`src/rtl/hd_dma.sv`:
```
// hd_dma: disk <-> memory block mover, two cycles per word (read, then write).
// Optional running checksum of moved words when HD_DMA_CHECKSUM_EN is defined.
module hd_dma #(
  parameter int DATA_WIDTH = 32,
  parameter int DISK_SIZE  = 4096,
  parameter int LEN_WIDTH  = 13
) (
  input  logic                  clk,
  input  logic                  rst_n,
  input  logic                  start,
  input  logic                  dir,
  input  logic [DATA_WIDTH-1:0] hd_base,
  input  logic [DATA_WIDTH-1:0] mem_base,
  input  logic [LEN_WIDTH-1:0]  length,
  output logic                  busy,
  output logic                  done,
  output logic                  error,
  output logic [DATA_WIDTH-1:0] hd_address,
  output logic                  hd_write_flag,
  output logic [DATA_WIDTH-1:0] hd_wdata,
  input  logic [DATA_WIDTH-1:0] hd_rdata,
  output logic [DATA_WIDTH-1:0] mem_address,
  output logic                  mem_write,
  output logic [DATA_WIDTH-1:0] mem_wdata,
`ifdef HD_DMA_CHECKSUM_EN
  output logic [DATA_WIDTH-1:0] checksum,
`endif
  input  logic [DATA_WIDTH-1:0] mem_rdata
);

  typedef enum logic [1:0] {
    IDLE,
    RD,
    WR,
    DONE
  } state_e;

  state_e                state_q, state_d;
  logic                  dir_q, dir_d;
  logic [DATA_WIDTH-1:0] hd_base_q, hd_base_d;
  logic [DATA_WIDTH-1:0] mem_base_q, mem_base_d;
  logic [LEN_WIDTH-1:0]  len_q, len_d;
  logic [LEN_WIDTH-1:0]  idx_q, idx_d;
  logic                  err_q, err_d;
  logic [DATA_WIDTH-1:0] hd_addr_q, hd_addr_d;
  logic [DATA_WIDTH-1:0] mem_addr_q, mem_addr_d;
  logic [DATA_WIDTH-1:0] ck_q, ck_d;

  logic [DATA_WIDTH:0]   end_w;
  logic                  range_bad;
  logic [DATA_WIDTH-1:0] src_addr;
  logic [DATA_WIDTH-1:0] dst_addr;
  logic [DATA_WIDTH-1:0] xfer_w;

  // One extra bit so base + length never wraps before the compare
  assign end_w = {1'b0, hd_base} + (DATA_WIDTH+1)'(length);
  assign range_bad = end_w > (DATA_WIDTH+1)'(DISK_SIZE);

  assign src_addr = (dir_q ? mem_base_q : hd_base_q)
                  + DATA_WIDTH'(idx_q);
  assign dst_addr = (dir_q ? hd_base_q : mem_base_q)
                  + DATA_WIDTH'(idx_q);
  assign xfer_w = dir_q ? mem_rdata : hd_rdata;

  assign busy  = (state_q == RD) || (state_q == WR);
  assign done  = (state_q == DONE);
  assign error = err_q;

  assign hd_write_flag = (state_q == WR) && dir_q;
  assign mem_write     = (state_q == WR) && !dir_q;
  assign hd_wdata  = hd_write_flag ? mem_rdata : '0;
  assign mem_wdata = mem_write ? hd_rdata : '0;

`ifdef HD_DMA_CHECKSUM_EN
  assign checksum = ck_q;
`endif

  // Address outputs hold their last driven value outside RD/WR
  always_comb begin
    hd_address  = hd_addr_q;
    mem_address = mem_addr_q;
    if (state_q == RD) begin
      if (dir_q) mem_address = src_addr;
      else       hd_address  = src_addr;
    end else if (state_q == WR) begin
      if (dir_q) hd_address  = dst_addr;
      else       mem_address = dst_addr;
    end
    hd_addr_d  = hd_address;
    mem_addr_d = mem_address;
  end

  always_comb begin
    state_d    = state_q;
    dir_d      = dir_q;
    hd_base_d  = hd_base_q;
    mem_base_d = mem_base_q;
    len_d      = len_q;
    idx_d      = idx_q;
    err_d      = err_q;
    ck_d       = ck_q;
    unique case (state_q)
      IDLE: begin
        if (start) begin
          dir_d      = dir;
          hd_base_d  = hd_base;
          mem_base_d = mem_base;
          len_d      = length;
          idx_d      = '0;
          err_d      = 1'b0;
          ck_d       = '0;
          if (range_bad) begin
            err_d   = 1'b1;
            state_d = DONE;
          end else if (length == '0) begin
            state_d = DONE;
          end else begin
            state_d = RD;
          end
        end
      end
      RD: state_d = WR;
      WR: begin
        ck_d = ck_q + xfer_w;
        if (idx_q == len_q - 1'b1) begin
          state_d = DONE;
        end else begin
          idx_d   = idx_q + 1'b1;
          state_d = RD;
        end
      end
      DONE: state_d = IDLE;
      default: state_d = IDLE;
    endcase
  end

  always_ff @(posedge clk or negedge rst_n) begin
    if (!rst_n) begin
      state_q    <= IDLE;
      dir_q      <= 1'b0;
      hd_base_q  <= '0;
      mem_base_q <= '0;
      len_q      <= '0;
      idx_q      <= '0;
      err_q      <= 1'b0;
      hd_addr_q  <= '0;
      mem_addr_q <= '0;
      ck_q       <= '0;
    end else begin
      state_q    <= state_d;
      dir_q      <= dir_d;
      hd_base_q  <= hd_base_d;
      mem_base_q <= mem_base_d;
      len_q      <= len_d;
      idx_q      <= idx_d;
      err_q      <= err_d;
      hd_addr_q  <= hd_addr_d;
      mem_addr_q <= mem_addr_d;
      ck_q       <= ck_d;
    end
  end

endmodule

```
`config.mk`:
```
export PLATFORM = sky130hd
export DESIGN_NAME = hd_dma
export DESIGN_NICKNAME = d
export VERILOG_FILES = /design/src/rtl/hd_dma.sv
export SDC_FILE = /design/constraint.sdc
export NUM_CORES = 1
export LEC_CHECK = 0
export BUFFER_PORTS_ARGS = -buffer_cell sky130_fd_sc_hd__buf_2
export CAP_MARGIN = 25
export CORE_ASPECT_RATIO = 0.8
export CORE_MARGIN = 1
export CORE_UTILIZATION = 45
export DETAILED_ROUTE_END_ITERATION = 6
export PLACE_DENSITY = 0.65
export SLEW_MARGIN = 30
export SYNTH_ARGS = -nofsm -noshare
export SYNTH_HDL_FRONTEND = slang
export SYNTH_SLANG_ARGS = --single-unit
export TNS_END_PERCENT = 30
```
`constraint.sdc`:
```
create_clock -name clk -period 6.2 [get_ports clk]
set_clock_uncertainty 0.15 [all_clocks]
set_input_delay 0.31 -clock clk [delete_from_list [all_inputs] [get_ports clk]]
set_output_delay 0.31 -clock clk [all_outputs]
set_load 0.03 [all_outputs]
```
==> flow_metrics.env <==
export IMPL_clockBufferDepth=2
export IMPL_detail_route_wl_per_cell_um=21.4
export IMPL_tightest_slew_ns=1.00
export IMPL_grt_pass1_wl_um=66600
export IMPL_setup_worst_path_end="hd_address[30]"
export IMPL_drv_cap=0
export IMPL_setup_viol=0
export IMPL_status="completed"
export IMPL_grt_overflow_total=0
export IMPL_fin_nets=1890
export IMPL_slew_headroom_pct=33.1
export IMPL_hpwl_um=33200
export IMPL_io_buffers=277
export IMPL_yosysWarnings=0
export IMPL_wl_um=44300
export IMPL_antenna_found_initial=3
export IMPL_yosys_most_used_dff="dfrtp_1"
export IMPL_min_period_ns=5.57
export IMPL_crit_path_top_delay_cell="dfrtp_4"
export IMPL_die_x_um=188
export IMPL_placed_cells_incl_taps=1999
export IMPL_cts_resized=0
export IMPL_setup_slack_ns=0.634
export IMPL_route_met3_wl_um=3940
export IMPL_synth_edff_count=0
export IMPL_root_buffer="clkbuf_16"
export IMPL_syn_nets=1626
export IMPL_power_leakage_nw=6.83
export IMPL_end_kind="output port"
export IMPL_yosys_area_top_type="dfrtp_1"
export IMPL_core_rowCount=54
export IMPL_nFillCells=2529
export IMPL_place_congestion=1.01
export IMPL_swShare_pct=54.7
export IMPL_holdBufCountCts=43
export IMPL_highest_layer="met4"
export IMPL_worstSetupPathType="flip-flop to output port"
export IMPL_reg2reg_slack_ns=1.52
export IMPL_critPathMaxStageDelay_ns=0.86
export IMPL_grt_pass1_vias=11471
export IMPL_start_kind="flip-flop"
export IMPL_r2r_cells=12
export IMPL_cts_buffers=17
export IMPL_tritoncts="done"
export IMPL_drt_pass1_iterations=7
export IMPL_power_mw=9.38
export IMPL_pwr_share_comb_pct=64.5
export IMPL_period_share_pct=89.8
export IMPL_critical_path_peak_fanout=56
export IMPL_path_clk_slew_ns=0.07
export IMPL_power_switching_mw=5.13
export IMPL_viasPerCell=6.03
export IMPL_synth_distinct_cells=78
export IMPL_p_clk_share_pct=11.2
export IMPL_dr_total_vias=12516
export IMPL_hold_class="input pin to flip-flop"
export IMPL_io_pins=278
export IMPL_cts_sinks=158
export IMPL_dp_worst_setup_slack_ns=1.25
export IMPL_arrival_ns=5.11
export IMPL_routedLengthMet1_um=20600
export IMPL_synthToLayoutAreaGrowth_pct=21.2
export IMPL_core_um2=27200
export IMPL_fp_dieH_um=151
export IMPL_start_util_pct=45.8
export IMPL_routed_wl_met2_um=18800
export IMPL_rsz0062_at_grt="no"
export IMPL_fin_setup_tns_ns=0
export IMPL_async_flop_share_pct=100
export IMPL_crit_chain="mux2_2 -> ha_1 -> inv_1 -> fa_1 -> nor2b_1 -> o21ai_0 -> a21boi_0 -> o221ai_1 -> a211o_1 -> a211oi_1 -> o22ai_1 -> o31ai_1 -> buf_2"
export IMPL_die_area_um2=28400
export IMPL_ys_seq_area_share_pct=31.7
export IMPL_yosysMostFrequentCell="dfrtp_1"
export IMPL_drc=0
export IMPL_ir_worst_vdd_mv=0.281
export IMPL_instances_no_fill=2076
export IMPL_htreeDepth=4
export IMPL_track_usage_pct=30.7
export IMPL_seq_power_share_pct=24.4
export IMPL_synth_top_area_share_pct=31.7
export IMPL_internal_power_mw=4.25
export IMPL_drive_gt1_share_pct=27.0
export IMPL_drtIter0Drc=1143
export IMPL_worstReg2RegEnd="hd_addr_q[30]"
export IMPL_synth_seq_cells=158
export IMPL_clk_latency_ns=0.44
export IMPL_synth_area_top_cells="dfrtp_1 (32%), mux2_2 (9.8%), ha_1 (4.5%), and3_1 (4.3%), nand2_1 (3.8%)"
export IMPL_cts_setup_buffers=0
export IMPL_hold_viol=0
export IMPL_antenna_left=0
export IMPL_grt_max_degree=81
export IMPL_avgSynthCellArea_um2=8.70
export IMPL_startpoint="dir_q"
export IMPL_regToRegStartpoint="dir_q"
export IMPL_slew_viol_final=0
export IMPL_fmax_mhz=180
export IMPL_synth_cells=1433
export IMPL_netlist_area_um2=12500
export IMPL_required_ns=5.74
export IMPL_synthTopCellsByCount="dfrtp_1 (158), nand2_1 (125), mux2_2 (108)"
export IMPL_p_per_area_nw_per_um2=621
## per-layer routing
| metal | GRT usage [%] | vias up |
|---|---|---|
| met4 | 10.1 | 0 |
| li1 | - | 5923 |
| met3 | 7.32 | 55 |
| met1 | 44.2 | 6002 |
| met5 | 0 | - |
| met2 | 44.7 | 536 |
## power groups by stage
| stage | Combinational, mW | Sequential, mW | Clock [mW] |
|---|---|---|---|
| global route | 6.52 | 2.36 | 1.10 |
| finish | 6.05 | 2.29 | 1.05 |
| detailed placement | 5.93 | 2.27 | 0 |
| CTS | 5.97 | 2.26 | 1.06 |
| floorplan | 4.49 | 1.91 | 0 |
| global placement | 5.87 | 2.26 | 0 |
## layout make-up
type	instances	area [um2]	area share, %
multi-input cells	1150	8050	53.3
flip-flops and latches	158	3960	26.2
repair buffers	336	1940	12.9
well taps	364	455	3.02
clock buffers	18	429	2.84
clock inverters	13	130	0.861
inverters	34	128	0.845
diodes	3	7.51	0.0497
## worst min path at each step
stage,startpoint,endpoint,slack [ns],cells past startpoint
after floorplan,rst_n,dir_q,-0.14,0
after global placement,rst_n,hd_addr_q[18],0.20,1
after detailed placement,rst_n,hd_addr_q[18],0.19,1
after CTS,hd_base[31],hd_base_q[31],0.005,2
after global routing,hd_base[31],hd_base_q[31],0.001,2
final,hd_base[31],hd_base_q[31],0.008,2
## through the flow
stage	instance area, um2	util, %	hold slack [ns]
final	15100	55.5	0.00837
after global placement	14100	51.8	0.196
after floorplan	12500	-	-0.136
after detailed placement	14100	51.8	0.191
after CTS	15100	55.4	0.00454
after global routing	15100	55.5	0.00117
## flip-flops by register name, summed over array words and instances, names as in the netlist
| name | cells |
|---|---|
| mem_addr_q | 32 |
| state_q | 2 |
| dir_q | 1 |
| len_q | 13 |
| hd_addr_q | 32 |
| mem_base_q | 32 |
| hd_base_q | 32 |
| error | 1 |
| idx_q | 13 |
## kinds of logic (layout without fill, tap and decap cells)
family	after synthesis	in the layout	share of synthesized area, %
AND/OR/NAND/NOR	509	509	21.5
buffers and inverters	125	401	3.89
multiplexers	144	144	12.6
flip-flops	158	158	31.7
AO/OA/AOI/OAI	386	386	20.8
XOR/XNOR	63	63	4.43
adder cells (fa/ha/maj)	48	48	5.00
other	0	3	0
## worst max-delay path, delay by kind of cell, from the launching register on
family | cells | cell delay, ns
AO/OA/AOI/OAI | 7 | 2.51
AND/OR/NAND/NOR | 1 | 0.13
flip-flops | 1 | 0.86
multiplexers | 1 | 0.28
adder cells (fa/ha/maj) | 2 | 0.53
buffers and inverters | 2 | 0.32
## layout by cell type (no fill, tap or decap), types with 10 or more instances in the layout
master and instances:
o31ai_1 15, nor2b_1 14, a21o_1 20, a221oi_1 11, o21ai_0 88, nand3b_1 18, or3_1 18, ha_1 43
mux2i_1 36, a31oi_1 17, dfrtp_1 157, o22ai_1 14, nand4_1 13, buf_2 276, o221ai_1 17, nand2_1 124
a21oi_1 68, xor2_1 15, inv_1 33, nor3_1 33, a211oi_1 20, nor2_1 75, o211ai_1 26, nand3_1 58
or4_1 12, nor4_1 14, nand2b_1 10, xnor2_1 48, clkbuf_16 17, mux2_2 108, and3_1 86, dlygate4sd3_1 43
buf_4 16, o21a_1 13
Power figures use the tool's default switching activity.
